$ cat config.mk
export PLATFORM = sky130hd
export DESIGN_NAME = elastic_buffer
export DESIGN_NICKNAME = d
export VERILOG_FILES = /design/src/rtl/elastic_buffer.sv
export SDC_FILE = /design/constraint.sdc
export NUM_CORES = 1
export LEC_CHECK = 0
export BUFFER_PORTS_ARGS = -buffer_cell sky130_fd_sc_hd__clkbuf_2
export CAP_MARGIN = 10
export CORE_MARGIN = 8
export CORE_UTILIZATION = 50
export CTS_CLUSTER_DIAMETER = 60
export DETAILED_ROUTE_END_ITERATION = 16
export GPL_TIMING_DRIVEN = 0
export PLACE_DENSITY = 0.71
export SLEW_MARGIN = 20
export SYNTH_ARGS = -nofsm -noshare
export SYNTH_HDL_FRONTEND = slang
export SYNTH_SLANG_ARGS = --single-unit
$ cat constraint.sdc
create_clock -name clk -period 4.6 [get_ports clk]
set_input_delay 0.69 -clock clk [delete_from_list [all_inputs] [get_ports clk]]
set_output_delay 0.69 -clock clk [all_outputs]
set_load 0.01 [all_outputs]
$ cat src/rtl/elastic_buffer.sv
// Parametrised valid/ready elastic stage: DEPTH-entry circular FIFO with
// registered-only handshake outputs, synchronous flush, occupancy and almost_full.
module elastic_buffer #(
  parameter int DATA_WIDTH = 32,
  parameter int DEPTH      = 4,
  parameter int AF_THRESH  = DEPTH - 1,
  localparam int CW        = $clog2(DEPTH + 1)
) (
  input  logic                  clk,
  input  logic                  rst_n,
  input  logic                  flush,
  input  logic                  in_valid,
  output logic                  in_ready,
  input  logic [DATA_WIDTH-1:0] in_data,
  output logic                  out_valid,
  input  logic                  out_ready,
  output logic [DATA_WIDTH-1:0] out_data,
  output logic [CW-1:0]         count,
  output logic                  almost_full
);

  localparam int AW = (DEPTH > 1) ? $clog2(DEPTH) : 1;

  generate
    if (DEPTH < 2 || (DEPTH & (DEPTH - 1)) != 0) begin : g_bad_depth
      $error("elastic_buffer: DEPTH must be a power of 2 and >= 2");
    end
    if (AF_THRESH < 1 || AF_THRESH > DEPTH) begin : g_bad_thresh
      $error("elastic_buffer: AF_THRESH must lie in 1..DEPTH");
    end
  endgenerate

  logic [DATA_WIDTH-1:0] mem [DEPTH];
  logic [AW-1:0]         wr_ptr;
  logic [AW-1:0]         rd_ptr;
  logic [CW-1:0]         count_q;
  logic                  push;
  logic                  pop;

  // Handshake: a word moves when valid && ready on the same rising edge.
  // in_ready/out_valid decode only registered count and flush, so no
  // combinational path exists from out_ready to in_ready.
  assign in_ready    = (count_q != CW'(DEPTH)) && !flush;
  assign out_valid   = (count_q != '0) && !flush;
  assign out_data    = mem[rd_ptr];
  assign count       = count_q;
  assign almost_full = (count_q >= CW'(AF_THRESH));

  assign push = in_valid && in_ready;
  assign pop  = out_valid && out_ready;

  // Payload storage is deliberately left out of reset.
  always_ff @(posedge clk) begin
    if (push) begin
      mem[wr_ptr] <= in_data;
    end
  end

  always_ff @(posedge clk or negedge rst_n) begin
    if (!rst_n) begin
      wr_ptr  <= '0;
      rd_ptr  <= '0;
      count_q <= '0;
    end else if (flush) begin
      wr_ptr  <= '0;
      rd_ptr  <= '0;
      count_q <= '0;
    end else begin
      if (push) begin
        wr_ptr <= wr_ptr + AW'(1);
      end
      if (pop) begin
        rd_ptr <= rd_ptr + AW'(1);
      end
      case ({push, pop})
        2'b10:   count_q <= count_q + CW'(1);
        2'b01:   count_q <= count_q - CW'(1);
        default: count_q <= count_q;
      endcase
    end
  end

endmodule

==> impl_metrics.json, run 1 <==
{
  "ys_async_sr_fraction_pct": 5.19,
  "p_per_area_mw_per_mm2": 478,
  "routedWlPerCell_um": 19.9,
  "status": "finished clean",
  "dp_cells": 448,
  "overflow": 0,
  "first_iter_violations": 173,
  "worstHoldPathType": "in -> reg",
  "critPathMaxStageDelay_ns": 0.37,
  "num_rows": 37,
  "grt_pass1_vias": 2899,
  "stdcell_count": 481,
  "stdcell_area_mm2": 0.00647,
  "synth-seq-cells": 135,
  "synth-simple-area-share_pct": 3.18,
  "grt_max_degree": 27,
  "drcViolationCount": 0,
  "min_period_ns": 2.66,
  "placed_cell_area_mm2": 0.00587,
  "synth_warnings": 0,
  "drive_gt1_share_pct": 44.6,
  "drv_cap": 0,
  "tns_ns": 0,
  "via_per_inst": 5.29,
  "rsz0062_at_grt": "false",
  "synthFlopType": "edfxtp_1",
  "cts_tree": "done",
  "h-tree-depth": 4,
  "path_clk_slew_ns": 0.06,
  "synth_compound_area_share_pct": 2.25,
  "slew_headroom_pct": 65.8,
  "ir_drop_v": 0.000234,
  "finalNetCount": 374,
  "path_class": "reg -> out",
  "antenna_left": 0,
  "grt_pass1_wl_um": 15100,
  "hold_violations": 0,
  "crit_path_end_kind": "primary output",
  "die_w_um": 118,
  "cp_data_required_time_ns": 3.91,
  "setup_viol_count_final": 0,
  "coreArea_mm2": 0.0102,
  "whs_ns": 0.400,
  "dp_hpwl_um": 6200,
  "crit_fanout": 10,
  "finalClockSkew_ns": 0.00572,
  "worst_pin_slew_ns": 0.514,
  "grtUsageTotal_pct": 14.6,
  "cts_buffers": 17,
  "gp_congestion": 0.699,
  "cts_sinks": 135,
  "synth_area_leaders": "edfxtp_1 73%, mux4_2 14%, dfrtp_1 3.3%",
  "crit_path_start_kind": "flop",
  "syn_nets": 277,
  "wl_um": 9570,
  "start_util_pct": 51.2,
  "timing.final.crit_share_pct": 57.9,
  "synthAdderAreaFrac_pct": 1.34,
  "io_buffers": 73,
  "crit_slowest_cell": "mux4_2",
  "dieArea_mm2": 0.0140,
  "power.leakage_nw": 2.28,
  "muxShareOfSynthArea_pct": 14.0,
  "vias": 2545,
  "nFillCells": 732,
  "synth_area_mm2": 0.00524,
  "io_pins": 75,
  "pre_cts_slack_ns": 2.09,
  "fin_ws_ns": 1.94,
  "yosys.cell_types.count": 37,
  "yosysTopAreaCell": "edfxtp_1",
  "fmax_mhz": 376,
  "avgSynthCellArea_um2": 22.3,
  "cts_resized": 0,
  "synth-seq-area-share_pct": 76.7,
  "cp_cell_sequence": "clkbuf_1 > buf_2 > mux4_2 > clkbuf_2",
  "synth-xor-area-share_pct": 0.502,
  "crit_arrival_ns": 1.97,
  "drt_pass1_iterations": 4,
  "diodes": 0,
  "clockBufferDepth": 2,
  "clock_latency_ns": 0.51,
  "synthCells": 235,
  "yosys.area.top_type_share_pct": 73.4,
  "synth-edff-count": 128,
  "clockRootBuffer": "clkbuf_8",
  "syn_to_final_growth_pct": 23.5,
  "chipHeight_um": 118,
  "drv_slew": 0,
  "synth_top_family_by_area": "multiplexers",
  "antenna_found_initial": 0
}
stage by stage:
step,total power [mW],utilization [%]
2_1_floorplan,1.66,-
3_3_place_gp,1.79,56.4
3_5_place_dp,1.80,57.4
4_1_cts,3.13,63.2
5_1_grt,3.21,63.2
6_report,3.09,63.2
cell usage in the layout (no fill, tap or decap), types with 2 or more instances in the layout:
cell type / instances
buf_2: 5
a21o_1: 2
clkinv_1: 4
clkbuf_16: 16
dfrtp_1: 7
nand3b_1: 2
mux4_2: 32
nand2b_1: 4
clkbuf_2: 73
bufinv_16: 4
clkbuf_1: 5
xor2_1: 2
buf_6: 2
clkinv_2: 3
buf_12: 2
buf_4: 5
buf_16: 2
ha_1: 4
edfxtp_1: 128
and2_2: 4
inv_1: 4
o22ai_1: 3
nor2b_1: 2
nor2_1: 6
timing repair:
action	CTS	global route
hold endpoints to repair	7	0
buffers inserted	0	0
hold buffers	1	0
worst max-delay path: cells and delay by family (launching register included):
family / cells / cell delay [ns]
buffers and inverters: 3 / 0.77
multiplexers: 1 / 0.37
flip-flops: 1 / 0.32
report_power, final:
group          switching [mW]  internal, mW
clock                   0.453         0.868
sequential             0.0158          1.39
combinational           0.185         0.175
synth_stat cells (2+ instances only):
master	count
nor2_1	6
a21o_1	2
and2_1	5
nand3b_1	2
buf_2	5
xor2_1	2
buf_6	2
nand2b_1	4
o22ai_1	3
clkbuf_1	2
nor2b_1	2
ha_1	4
edfxtp_1	128
dfrtp_1	7
inv_1	4
mux4_2	32
buf_4	5
cells by family (layout without fill, tap and decap cells):
kind of cell / after synthesis / count (layout)
adders and majority gates: 5 / 5
DFF: 135 / 135
xor gates and xnor gates: 3 / 3
buffers and inverters: 18 / 128
muxes: 33 / 33
and+or+nand+nor: 26 / 26
AOI/OAI and AO/OA: 15 / 15
path summary, 6_finish.rpt:
kind	startpoint	end	slack (ns)	cells past startpoint
max	rd_ptr[1]	out_data[22]	1.94	4
min	in_data[5]	mem[0][5]	0.40	1
max reg2reg	count[0]	count[1]	2.40	8
min reg2reg	wr_ptr[0]	wr_ptr[0]	0.69	3
max in group asynchronous	rst_n	wr_ptr[1]	3.87	2
min in group asynchronous	rst_n	count[0]	0.55	2
layout make-up:
class                   instances  area (um2)  share of cell area, %
flip-flops and latches        135        4020                   62.1
multi-input cells              82        1120                   17.3
repair buffers                 78         470                   7.27
clock buffers                  20         425                   6.58
well taps                     136         170                   2.63
clock inverters                12         158                   2.44
plain buffers                  14        92.6                   1.43
inverters                       4        15.0                  0.232
sequential cells by signal, indices dropped and copies added, names as in the netlist:
signal  cells
mem       128
count       3
rd_ptr      2
wr_ptr      2
routing by layer:
layer | part of all wire, % | track usage, % | vias up | routed length, um
li1 | - | - | 1174 | -
met1 | 42 | 16.4 | 1293 | 3980
met2 | 52 | 24.3 | 74 | 4940
met3 | 6.1 | 6.14 | 4 | 582
met4 | 0.66 | 5.28 | 0 | 63
met5 | 0 | 0 | - | 0
Note: power is estimated with default switching activity, not from simulation.
==> run 2: changes to the inputs <==
--- a/config.mk
+++ b/config.mk
@@ -12,7 +12,7 @@
 export CTS_CLUSTER_DIAMETER = 60
 export DETAILED_ROUTE_END_ITERATION = 16
 export GPL_TIMING_DRIVEN = 0
-export PLACE_DENSITY = 0.71
+export PLACE_DENSITY = 0.74
 export SLEW_MARGIN = 20
 export SYNTH_ARGS = -nofsm -noshare
 export SYNTH_HDL_FRONTEND = slang
==> constraint.sdc (replaced) <==
create_clock -name clk -period 2.3 [get_ports clk]
set_input_delay 0.345 -clock clk [delete_from_list [all_inputs] [get_ports clk]]
set_output_delay 0.345 -clock clk [all_outputs]
set_load 0.01 [all_outputs]
==> impl_metrics.json, run 2 (same netlist as run 1, synthesis figures left out) <==
{
  "rsz0062_at_grt": "true",
  "power.leakage_nw": 2.26,
  "setup_viol_count_final": 0,
  "worstHoldPathType": "in -> reg",
  "cp_data_required_time_ns": 1.96,
  "multi_input_area_mm2": 0.00112,
  "crit_start": "rd_ptr[0]",
  "num_rows": 37,
  "path_clk_slew_ns": 0.06,
  "grt_max_degree": 27,
  "diodes": 0,
  "finalPower_mw": 6.05,
  "crit_path_start_kind": "flop",
  "clock_latency_ns": 0.51,
  "grt_pass1_wl_um": 14800,
  "largest_reg_flops": 128,
  "via_per_inst": 5.30,
  "h-tree-depth": 4,
  "vias": 2546,
  "min_period_ns": 2.21,
  "regArea_mm2": 0.00402,
  "ir_drop_v": 0.000380,
  "drive_gt1_share_pct": 45.9,
  "drv_slew": 0,
  "stdcell_area_mm2": 0.00647,
  "dp_hpwl_um": 6210,
  "slew_headroom_pct": 68.2,
  "layout_common_cells": "128 x edfxtp_1, 73 x clkbuf_2, 32 x mux4_2",
  "clockRootBuffer": "clkbuf_8",
  "cts_tree": "done",
  "syn_to_final_growth_pct": 23.5,
  "clockBufferDepth": 2,
  "whs_ns": 0.0453,
  "final_core_util_pct": 63.3,
  "wl_um": 9280,
  "status": "finished clean",
  "hold_violations": 0,
  "rr_startpoint": "count[1]",
  "finalClockSkew_ns": 0.00513,
  "drv_cap": 0,
  "dieArea_mm2": 0.0140,
  "drcViolationCount": 0,
  "finalNetCount": 373,
  "die_w_um": 118,
  "worst_pin_slew_ns": 0.477,
  "crit_fanout": 10,
  "first_iter_violations": 183,
  "placed_cell_area_mm2": 0.00587,
  "cts_sinks": 135,
  "fmax_mhz": 452,
  "coreArea_mm2": 0.0102,
  "tns_ns": 0,
  "drt_pass1_iterations": 4,
  "gp_congestion": 0.752,
  "crit_arrival_ns": 1.87,
  "antenna_found_initial": 0,
  "min-delay-start": "in_data[19]",
  "overflow": 0,
  "start_util_pct": 51.2,
  "antenna_left": 0,
  "grt_pass1_vias": 2788,
  "crit_path_end_kind": "primary output",
  "path_class": "reg -> out",
  "grtUsageTotal_pct": 14.1,
  "io_buffers": 73,
  "cts_buffers": 17,
  "timing.final.crit_share_pct": 96.2,
  "routedWlPerCell_um": 19.3,
  "nFillCells": 726,
  "regMostFlops": "mem",
  "chipHeight_um": 118,
  "io_pins": 75,
  "final_common_cell": "edfxtp_1",
  "post-cts-setup-buffers": 0,
  "p_per_area_mw_per_mm2": 935
}
==> run 2: cell types whose count changed in the layout (fill, tap and decap cells not counted), moves of 3 or more <==
cell	previous run	this run
clkinvlp_4	1	4
clkinv_1	4	1
buf_2	5	2
clkinv_4	0	3
==> run 2: worst max-delay path: stages, from the launching register on <==
cell and delay, ns:
dfrtp_1 0.34, buf_6 0.16, buf_8 0.18, mux4_2 0.52, clkbuf_2 0.15
==> run 2: what timing repair did <==
action | 4_1_cts | 5_1_grt
gates resized for setup | 4 | 8
hold endpoints to repair | 7 | 0
setup endpoints to repair | 29 | 29
hold buffers | 1 | 0
==> run 2: routing by layer <==
metal	vias to the layer above	wire (um)	GRT usage (%)
met1	1298	4120	17.0
li1	1173	-	-
met3	6	497	6.95
met2	69	4600	21.7
met5	-	0	0
met4	0	63	4.64
==> run 2: stage by stage <==
step           worst slack [ns]  instances
6_report                 0.0872        480
5_1_grt                 -0.0131        480
4_1_cts                 -0.0679        480
3_5_place_dp              0.124        448
3_3_place_gp             -0.497        444
2_1_floorplan             0.173        235
==> run 2: power breakdown <==
part           switching, mW  internal (mW)
clock network          0.955           1.54
registers             0.0341           2.79
logic                  0.368          0.373
==> run 2: layout make-up <==
type	instances	area share, %
buffer	13	1.97
clock buffer	20	6.57
clock inverter	12	2.01
inverter	4	0.232
multi-input combinational	82	17.3
sequential	135	62.1
tap	136	2.63
timing repair buffer	78	7.15
==> run 2: final timing paths <==
path / endpoint / slack [ns] / depth (start not counted)
worst max-delay path: out_data[14] / 0.09 / 4
worst min register to register: wr_ptr[0] / 0.67 / 3
min in group asynchronous: rd_ptr[0] / 0.20 / 2
worst max register to register: count[1] / 0.17 / 7
max in group asynchronous: rd_ptr[1] / 1.93 / 2
worst min-delay path: mem[2][19] / 0.05 / 1
==> run 3: changes to the inputs <==
==> constraint.sdc (replaced) <==
create_clock -name clk -period 1.8 [get_ports clk]
set_input_delay 0.27 -clock clk [delete_from_list [all_inputs] [get_ports clk]]
set_output_delay 0.27 -clock clk [all_outputs]
set_load 0.01 [all_outputs]
==> impl_metrics.json, run 3 (same netlist as run 1, synthesis figures left out) <==
{
  "ff2ff_path_depth": 7,
  "h-tree-depth": 4,
  "clock_latency_ns": 0.51,
  "crit_arrival_ns": 1.82,
  "min_path_cells": 2,
  "r2r_slack_ns": -0.19,
  "worstHoldPathType": "in -> reg",
  "clockRootBuffer": "clkbuf_8",
  "fin_ws_ns": -0.294,
  "io_pins": 75,
  "violations": "negative setup slack",
  "routedWlPerCell_um": 18.9,
  "antenna_left": 0,
  "overflow": 0,
  "grt_pass1_vias": 3002,
  "vias": 2750,
  "setup_viol_count_final": 35,
  "diodes": 0,
  "cts_tree": "done",
  "r2r_end": "count[1]",
  "syn_to_final_growth_pct": 32.3,
  "drv_cap": 0,
  "coreArea_mm2": 0.0102,
  "worst_pin_slew_ns": 0.512,
  "power.leakage_nw": 2.47,
  "whs_ns": 0.117,
  "cp_data_required_time_ns": 1.53,
  "regMostFlops": "mem",
  "tns_ns": -8.69,
  "grt_max_degree": 33,
  "drcViolationCount": 0,
  "stdcell_area_mm2": 0.00693,
  "gp_congestion": 0.751,
  "finalClockSkew_ns": 0.00826,
  "min_period_ns": 2.09,
  "drive_gt1_share_pct": 45.6,
  "final_core_util_pct": 67.8,
  "antenna_found_initial": 0,
  "dieArea_mm2": 0.0140,
  "rsz0062_at_grt": "true",
  "dp_hpwl_um": 5710,
  "num_rows": 37,
  "path_clk_slew_ns": 0.06,
  "clockBufferDepth": 2,
  "start_util_pct": 51.2,
  "crit_path_end_kind": "primary output",
  "drt_pass1_iterations": 4,
  "ir_drop_v": 0.000624,
  "cts_sinks": 135,
  "crit_fanout": 10,
  "largest_reg_flops": 128,
  "placed_cell_area_mm2": 0.00580,
  "hold_path_end": "count[0]",
  "stdcell_count": 520,
  "status": "complete, but fails checks",
  "min-delay-start": "in_valid",
  "regArea_mm2": 0.00402,
  "dp_cells": 444,
  "path_class": "reg -> out",
  "final_common_cell": "edfxtp_1",
  "io_buffers": 73,
  "die_w_um": 118,
  "cts_buffers": 17,
  "fmax_mhz": 478,
  "drv_slew": 0,
  "wl_um": 9810,
  "first_iter_violations": 156,
  "multi_input_area_mm2": 0.00116,
  "slew_headroom_pct": 65.9,
  "crit_path_start_kind": "flop",
  "via_per_inst": 5.29,
  "timing.final.crit_share_pct": 116,
  "grt_pass1_wl_um": 15500,
  "finalNetCount": 413,
  "grtUsageTotal_pct": 14.6,
  "rr_startpoint": "count[1]",
  "p_per_area_mw_per_mm2": 1210,
  "hold_violations": 0,
  "chipHeight_um": 118,
  "layout_common_cells": "128 x edfxtp_1, 72 x clkbuf_2, 33 x dlygate4sd3_1",
  "nFillCells": 668
}
run 3: changes by cell type in the layout (fill, tap and decap cells not counted), moves of 3 or more:
cell	change
clkinvlp_4	-3
buf_4	+11
dlygate4sd3_1	+32
and2_4	+4
bufinv_16	+3
inv_6	+3
and2_2	-4
run 3: repair_timing:
action | in CTS | in global routing
setup buffers | 11 | 1
hold buffers | 33 | 0
endpoints found under the setup margin | 164 | 37
gates resized for setup | 20 | 4
endpoints found under the hold margin | 135 | 0
pin swaps | 6 | 4
run 3: how the worst max path moves through the flow:
| stage | start | end | cells after the start |
|---|---|---|---|
| 2_1_floorplan | count[0] | count[1] | 8 |
| 3_3_place_gp | count[0] | count[1] | 8 |
| 3_5_place_dp | in_valid | mem[2][23] | 4 |
| 4_1_cts | rd_ptr[0] | out_data[14] | 4 |
| 5_1_grt | rd_ptr[0] | out_data[14] | 4 |
| 6_report | rd_ptr[0] | out_data[14] | 4 |
run 3: critical path, stage by stage, from the launching register on:
cell      delay [ns]
dfrtp_1         0.34
buf_6           0.14
buf_12          0.16
mux4_2          0.53
clkbuf_2        0.15
run 3: metal layers:
| metal | track usage, % | part of all wire, % |
|---|---|---|
| met5 | 0 | 0 |
| met2 | 25.1 | 52 |
| met1 | 16.6 | 41 |
| met3 | 4.95 | 5.8 |
| met4 | 5.04 | 0.89 |
run 3: area by class of cell:
cell class                 instances  area share, %
sequential                       135           58.0
multi-input combinational         82           16.7
timing repair buffer             118           11.4
clock buffer                      19           6.08
clock inverter                    13           3.14
tap                              136           2.45
buffer                            13           1.99
inverter                           4          0.217
run 3: power breakdown:
group	total (mW)	internal, mW	switching (mW)
clock	3.71	2.41	1.30
sequential	3.60	3.56	0.0388
combinational	1.08	0.574	0.510
total	8.40	6.55	1.85
run 3: stage by stage:
| step | power, mW | worst slack (ns) |
|---|---|---|
| after floorplan | 4.26 | -0.138 |
| after global placement | 4.57 | -0.265 |
| after detailed placement | 4.59 | -0.276 |
| after CTS | 8.47 | -0.339 |
| after global routing | 8.71 | -0.393 |
| final | 8.40 | -0.294 |
